===== config.mk =====
export PLATFORM = sky130hd
export DESIGN_NAME = bus_demux2
export DESIGN_NICKNAME = d
export VERILOG_FILES = /design/src/rtl/bus_demux2.sv
export SDC_FILE = /design/constraint.sdc
export NUM_CORES = 1
export LEC_CHECK = 0
export BUFFER_PORTS_ARGS = -buffer_cell sky130_fd_sc_hd__clkbuf_2
export CAP_MARGIN = 20
export CORE_AREA = 2 2 124 126
export CTS_CLUSTER_SIZE = 30
export DETAILED_ROUTE_END_ITERATION = 7
export DIE_AREA = 0 0 126 128
export SYNTH_ARGS = -nofsm -noshare
export SYNTH_HDL_FRONTEND = slang
export SYNTH_SLANG_ARGS = --single-unit

===== constraint.sdc =====
create_clock -name clk -period 2.25 [get_ports clk]
set_input_delay 0.3375 -clock clk [delete_from_list [all_inputs] [get_ports clk]]
set_output_delay 0.3375 -clock clk [all_outputs]
set_load 0.02 [all_outputs]

===== src/rtl/bus_demux2.sv =====
// bus_demux2: address-steered 1-to-2 data-memory request router (RAM / MMIO) with response return.
// Optional watchdog abort enabled by defining BUS_DEMUX_TIMEOUT_EN.
module bus_demux2 #(
  parameter int unsigned        WIDTH   = 32,
  parameter logic [WIDTH-1:0]   S1_BASE = 32'hBFAF_0000,
  parameter logic [WIDTH-1:0]   S1_MASK = 32'hFFFF_0000,
  parameter int unsigned        TIMEOUT = 255
) (
  input  logic             clk,
  input  logic             resetn,
  input  logic             m_req,
  input  logic             m_we,
  input  logic [WIDTH-1:0] m_addr,
  input  logic [WIDTH-1:0] m_wdata,
  input  logic [3:0]       m_wstrb,
  output logic             m_gnt,
  output logic             m_rvalid,
  output logic [WIDTH-1:0] m_rdata,
  output logic             m_err,
  output logic             s0_req,
  output logic             s0_we,
  output logic [WIDTH-1:0] s0_addr,
  output logic [WIDTH-1:0] s0_wdata,
  output logic [3:0]       s0_wstrb,
  input  logic             s0_gnt,
  input  logic             s0_rvalid,
  input  logic [WIDTH-1:0] s0_rdata,
  output logic             s1_req,
  output logic             s1_we,
  output logic [WIDTH-1:0] s1_addr,
  output logic [WIDTH-1:0] s1_wdata,
  output logic [3:0]       s1_wstrb,
  input  logic             s1_gnt,
  input  logic             s1_rvalid,
  input  logic [WIDTH-1:0] s1_rdata
);

  if (TIMEOUT < 1 || TIMEOUT > 255) begin : g_bad_timeout
    $error("bus_demux2: TIMEOUT must be in 1..255");
  end

  typedef enum logic [1:0] {
    S_IDLE,
    S_WAIT,
    S_RESP
  } state_t;

  state_t           state_q, state_d;
  logic             cur_q, cur_d;
  logic             we_q, we_d;
  logic [WIDTH-1:0] rdata_q, rdata_d;
  logic             sel;
  logic             rv_cur;
  logic [WIDTH-1:0] rd_cur;

`ifdef BUS_DEMUX_TIMEOUT_EN
  localparam logic [7:0] WD_LAST = 8'(TIMEOUT - 1);
  logic [7:0] wd_q, wd_d;
  logic       err_q, err_d;
`endif

  assign sel = ((m_addr & S1_MASK) == (S1_BASE & S1_MASK));

  assign s0_we    = m_we;
  assign s0_addr  = m_addr;
  assign s0_wdata = m_wdata;
  assign s0_wstrb = m_wstrb;
  assign s1_we    = m_we;
  assign s1_addr  = m_addr;
  assign s1_wdata = m_wdata;
  assign s1_wstrb = m_wstrb;

  assign rv_cur = cur_q ? s1_rvalid : s0_rvalid;
  assign rd_cur = cur_q ? s1_rdata  : s0_rdata;

  assign m_rdata  = rdata_q;
  assign m_rvalid = (state_q == S_RESP);

  always_comb begin
    state_d = state_q;
    cur_d   = cur_q;
    we_d    = we_q;
    rdata_d = rdata_q;
    s0_req  = 1'b0;
    s1_req  = 1'b0;
    m_gnt   = 1'b0;
`ifdef BUS_DEMUX_TIMEOUT_EN
    wd_d    = wd_q;
    err_d   = err_q;
`endif
    case (state_q)
      S_IDLE: begin
        // resetn gating keeps the request path quiet while reset is held
        s0_req = resetn & m_req & ~sel;
        s1_req = resetn & m_req & sel;
        m_gnt  = resetn & m_req & (sel ? s1_gnt : s0_gnt);
        if (m_gnt) begin
          state_d = S_WAIT;
          cur_d   = sel;
          we_d    = m_we;
`ifdef BUS_DEMUX_TIMEOUT_EN
          wd_d    = '0;
`endif
        end
      end
      S_WAIT: begin
        if (rv_cur) begin
          rdata_d = we_q ? '0 : rd_cur;
          state_d = S_RESP;
        end
`ifdef BUS_DEMUX_TIMEOUT_EN
        else if (wd_q == WD_LAST) begin
          rdata_d = WIDTH'(32'hDEAD_BEEF);
          err_d   = 1'b1;
          state_d = S_RESP;
        end else begin
          wd_d = wd_q + 8'd1;
        end
`endif
      end
      S_RESP: begin
        state_d = S_IDLE;
      end
      default: begin
        state_d = S_IDLE;
      end
    endcase
  end

  always_ff @(posedge clk or negedge resetn) begin
    if (!resetn) begin
      state_q <= S_IDLE;
      cur_q   <= 1'b0;
      we_q    <= 1'b0;
      rdata_q <= '0;
    end else begin
      state_q <= state_d;
      cur_q   <= cur_d;
      we_q    <= we_d;
      rdata_q <= rdata_d;
    end
  end

`ifdef BUS_DEMUX_TIMEOUT_EN
  always_ff @(posedge clk or negedge resetn) begin
    if (!resetn) begin
      wd_q  <= '0;
      err_q <= 1'b0;
    end else begin
      wd_q  <= wd_d;
      err_q <= err_d;
    end
  end

  assign m_err = err_q;
`else
  assign m_err = 1'b0;
`endif

endmodule


After elaboration in Yosys (flattened, before gate mapping). Cells that the tools add are included.

Eq/ne operators: 5. Mux-type cells: 10. Bitwise logic cells: 5. Reductions and logical operators: 4.

Operators with widths (count): 2-to-1 mux 32 bit (2); == test 16 bit (second input constant) (1); AND reduction 2 bit (3); 2-to-1 mux 1 bit (5); AND 1 bit (4); 2-to-1 mux 2 bit (2); inequality test 2 bit (second input constant) (2); one-hot mux 2 bit (2 select lines) (1); == test 2 x 1 -> 1 bit (second input constant) (1); == test 2 bit (second input constant) (1); zero test 2 bit (1); inverter 1 bit (1).

Flip-flop bits (word level): 36. Bits of input ports: 140. Output and inout port bits: 175. Logic and storage cells: 28.

Depth between registers and ports, before layout.
Word-level depth: 5. Depth in mapped cells: 7. Depth with buffers taken out: 4.

Worst setup path after synthesis. No wires, ideal clock.

Path type: input -> register. From: in m_addr[30]. To: reg we_q. Library setup time: 125 ps. Arrival time: 1718 ps. Data required time: 2125 ps. Slack: 407 ps. Stages on the path: 4. Path buffers: 0. Cells stage by stage: nand4b_4 nor4_4 mux2i_1 mux2_4.

Longest elaborated chain between the ends: 4.

Ends and longest elaborated chain: start: declaration (line 13) `input logic [WIDTH-1:0] m_addr,`; == test 16 bit (line 62) `assign sel = ((m_addr & S1_MASK) == (S1_BASE & S1_MASK));`; 2-to-1 mux 1 bit (line 96) `m_gnt = resetn & m_req & (sel ? s1_gnt : s0_gnt);`; AND 1 bit (line 96); AND reduction 2 bit (no line); end signal: assignment (line 139) `we_q <= we_d;`; end: declaration (line 50) `logic we_q, we_d;`.

Every way passes these cells. A chain may end at the register's enable or synchronous reset.

Final worst setup path.
From: in m_addr[31]. To: out m_gnt.

Longest elaborated chain between the ends: 4.

Ends and longest elaborated chain: == test 16 bit (line 62); 2-to-1 mux 1 bit (line 96); AND 1 bit (line 96); 2-to-1 mux 1 bit (line 91) `case (state_q)`; end: declaration (line 16) `output logic m_gnt,`.

Every way passes these cells.

==> metrics.json <==
{
  "outcome": {"value": "finished clean"},
  "dpl.hpwl": {"value": 5840, "unit": "um"},
  "drc": {"value": 0},
  "io-pin-count": {"value": 315},
  "std_cell_rows": {"value": 45},
  "cp.arrival": {"value": 1.56, "unit": "ns"},
  "timing.critical_path.fanout_max": {"value": 4},
  "timing_worst_slew_pin_value": {"value": 0.605, "unit": "ns"},
  "clkSinkCount": {"value": 36},
  "postRouteWirelength": {"value": 7280, "unit": "um"},
  "grt_use_total": {"value": 8.80, "unit": "%"},
  "synthesized_area_fraction_occupied_by_adder_cells": {"value": 0, "unit": "%"},
  "final.fill_count": {"value": 1700},
  "place_congestion": {"value": 0.756},
  "clock_tree.htree_level_count": {"value": 2},
  "vdd_ir_drop_max": {"value": 0.225, "unit": "mV"},
  "power-per-cell-area": {"value": 838, "unit": "mW/mm^2"},
  "post_synth_instance_area": {"value": 0.00292, "unit": "mm^2"},
  "drt_pass1_iterations": {"value": 4},
  "rsz0062_at_grt": {"value": "no"},
  "ys.flop_type": {"value": "sky130_fd_sc_hd__dfrtp_1"},
  "dp_area": {"value": 0.00285, "unit": "mm^2"},
  "finalSetupTns": {"value": 0, "unit": "ns"},
  "floorplan.die_area": {"value": 0.0161, "unit": "mm^2"},
  "cts-hold-fix-buffers": {"value": 0},
  "root_buffer": {"value": "sky130_fd_sc_hd__clkbuf_16"},
  "mean_post_synth_cell_area": {"value": 9.47, "unit": "um^2"},
  "final-hold-violation-count": {"value": 0},
  "netlist.top_cell.by_area": {"value": "sky130_fd_sc_hd__buf_4"},
  "insertedDiodeCount": {"value": 0},
  "synth_area_in_compound_gates": {"value": 8.84, "unit": "%"},
  "hold-worst-slack": {"value": 0.198, "unit": "ns"},
  "yosysTopAreaCellShare": {"value": 37.1, "unit": "%"},
  "hp-class": {"value": "primary input to asynchronous set/reset pin"},
  "slew_viol_final": {"value": 0},
  "min_period": {"value": 1.90, "unit": "ns"},
  "mostFrequentLayoutCells": {"value": "sky130_fd_sc_hd__clkbuf_2, sky130_fd_sc_hd__dfrtp_1, sky130_fd_sc_hd__nand2_1"},
  "synth_simple_gate_area_share": {"value": 8.71, "unit": "%"},
  "max_clock_freq": {"value": 0.527, "unit": "GHz"},
  "mappedNetlistNets": {"value": 448},
  "critPathCaptureType": {"value": "output pin"},
  "synth_cell_types": {"value": 26},
  "max_slew_margin": {"value": 59.7, "unit": "%"},
  "die_width": {"value": 126, "unit": "um"},
  "multiplexer_fraction_of_the_synthesized_cell_area": {"value": 12.2, "unit": "%"},
  "synth_top_family_by_area": {"value": "buffers and inverters"},
  "yosysSeqAreaShare": {"value": 30.9, "unit": "%"},
  "clock_latency_reported_for_the_late_side_of_the_worst_skew_pair": {"value": 0.29, "unit": "ns"},
  "vias_per_cell": {"value": 3.86},
  "clock-skew-final": {"value": 0.00754, "unit": "ns"},
  "path_clk_slew": {"value": 0.06, "unit": "ns"},
  "initial_utilization": {"value": 19.6, "unit": "%"},
  "cts_repair_resize_count": {"value": 0},
  "cp_cell_sequence": {"value": "clkbuf_2 -> nand4_2 -> nor4_4 -> mux2i_1 -> clkbuf_2"},
  "antenna_found_initial": {"value": 0},
  "async_reset_ff_share": {"value": 100, "unit": "%"},
  "cts_tree": {"value": "done"},
  "share_of_post_route_cells_with_drive_strength_above_1": {"value": 55.1, "unit": "%"},
  "grt_start_max_net_pins": {"value": 55},
  "timing.final.setup_violations": {"value": 0},
  "detail_route.iter0.violations": {"value": 56},
  "instances_no_fill": {"value": 511},
  "post-place-cells": {"value": 504},
  "io_buffer_count": {"value": 157},
  "data_required_critical_path": {"value": 1.91, "unit": "ns"},
  "post_drt_wl_per_cell": {"value": 14.2, "unit": "um"},
  "most_common_cell_after_layout_fill_and_taps_aside": {"value": "sky130_fd_sc_hd__clkbuf_2"},
  "placeableCoreArea": {"value": 0.0149, "unit": "mm^2"},
  "yosys_warnings": {"value": 0},
  "final_net_count": {"value": 463},
  "critical_path_s_most_frequent_cell": {"value": "sky130_fd_sc_hd__clkbuf_2"},
  "numCtsBuffers": {"value": 5},
  "static-leakage-power": {"value": 1.48, "unit": "nW"},
  "cp.buffers_inverters": {"value": 2},
  "vias": {"value": 1971},
  "drv.max_cap_violation_count": {"value": 0},
  "grt_pass1_vias": {"value": 1872},
  "final.period_utilization": {"value": 84.4, "unit": "%"},
  "grt_overflow_total": {"value": 0},
  "final_design_area_no_fill": {"value": 0.00299, "unit": "mm^2"},
  "synth_top_cells_by_area": {"value": "sky130_fd_sc_hd__buf_4, sky130_fd_sc_hd__dfrtp_1, sky130_fd_sc_hd__mux2i_1"},
  "yosys_reg_bits": {"value": 36},
  "critical-path-max-stage-delay": {"value": 0.45, "unit": "ns"},
  "timing_worst_setup_path_type": {"value": "primary input to output pin"},
  "slowest_stage": {"value": "sky130_fd_sc_hd__nor4_4"},
  "post_cts_buffers": {"value": 0},
  "die_h": {"value": 128, "unit": "um"},
  "setup.worst_path.start_class": {"value": "primary input"},
  "synth_cells": {"value": 308},
  "final_antenna_net_count": {"value": 0},
  "area_delta_synth_final": {"value": 2.40, "unit": "%"},
  "cts-root-to-sink-buffers": {"value": 2},
  "synthXorXnorAreaFrac": {"value": 0, "unit": "%"},
  "synth_edf_count": {"value": 0},
  "critPathTopFamily": {"value": "simple AND/OR/NAND/NOR gates"},
  "grt_pass1_wl": {"value": 10700, "unit": "um"}
}
-- cells by family (layout without fill, tap and decap cells) --
logic type | after synthesis | count (layout)
muxes | 35 | 35
AOI/OAI and AO/OA | 35 | 35
other | 1 | 1
DFF | 36 | 36
and+or+nand+nor | 46 | 46
buffers and inverters | 155 | 170
-- final cells by class --
class	count	area [um^2]	area share, %
multi-input combinational	117	875	29.3
clock inverter	1	5.00	0.168
clock buffer	6	129	4.32
sequential	36	902	30.2
timing repair buffer	162	836	28.0
tap	188	235	7.88
inverter	1	3.75	0.126
-- worst reg2reg max path, delay by kind of cell (launching register included) --
family	cells	cell delay, ns
and+or+nand+nor	2	0.38
DFF	1	0.37
muxes	1	0.36
buffers and inverters	1	0.27
AOI/OAI and AO/OA	1	0.07
-- per-layer routing --
metal / vias up / track usage (%) / wire (um)
met4: 0 / 5.82 / 325
met1: 873 / 8.41 / 2430
met3: 38 / 3.09 / 750
li1: 914 / - / -
met5: - / 0 / 0
met2: 146 / 16.0 / 3770
-- registers in the layout, summed over array words and instances (netlist names) --
register and cells:
cur_q 1, m_rdata 32, state_q 2, we_q 1
-- power by group --
part / switching, mW / internal, mW / total [mW]
Combinational: 0.584 / 0.320 / 0.904
Sequential: 0.0970 / 0.838 / 0.935
Clock: 0.261 / 0.402 / 0.663
Total: 0.942 / 1.56 / 2.50
-- path summary, 6_finish.rpt --
kind | startpoint | to | slack (ns) | cells past startpoint
max reg2reg | cur_q | m_rdata[10] | 0.72 | 5
max in group asynchronous | resetn | cur_q | 1.67 | 2
max | m_addr[31] | m_gnt | 0.35 | 5
min reg2reg | m_rdata[31] | m_rdata[31] | 0.47 | 2
min in group clk | m_we | we_q | 0.33 | 2
min | resetn | m_rdata[10] | 0.20 | 2
-- stage by stage --
| step | power, mW | util (%) | worst slack, ns |
|---|---|---|---|
| detailed placement | 1.88 | 19.2 | 0.290 |
| CTS | 2.57 | 20.1 | 0.304 |
| global placement | 1.85 | 19.2 | 0.324 |
| global route | 2.70 | 20.1 | 0.226 |
| finish | 2.50 | 20.1 | 0.351 |
| floorplan | 1.79 | - | 0.407 |
-- cell usage after synthesis, drive strengths merged, types with 2 or more instances --
cell type	instances
mux2	2
o31ai	32
buf	151
clkbuf	3
mux2i	33
a21oi	2
nand4	2
nand2	34
dfrtp	36
nand2b	2
No activity file was read; power rests on OpenSTA's default activity.
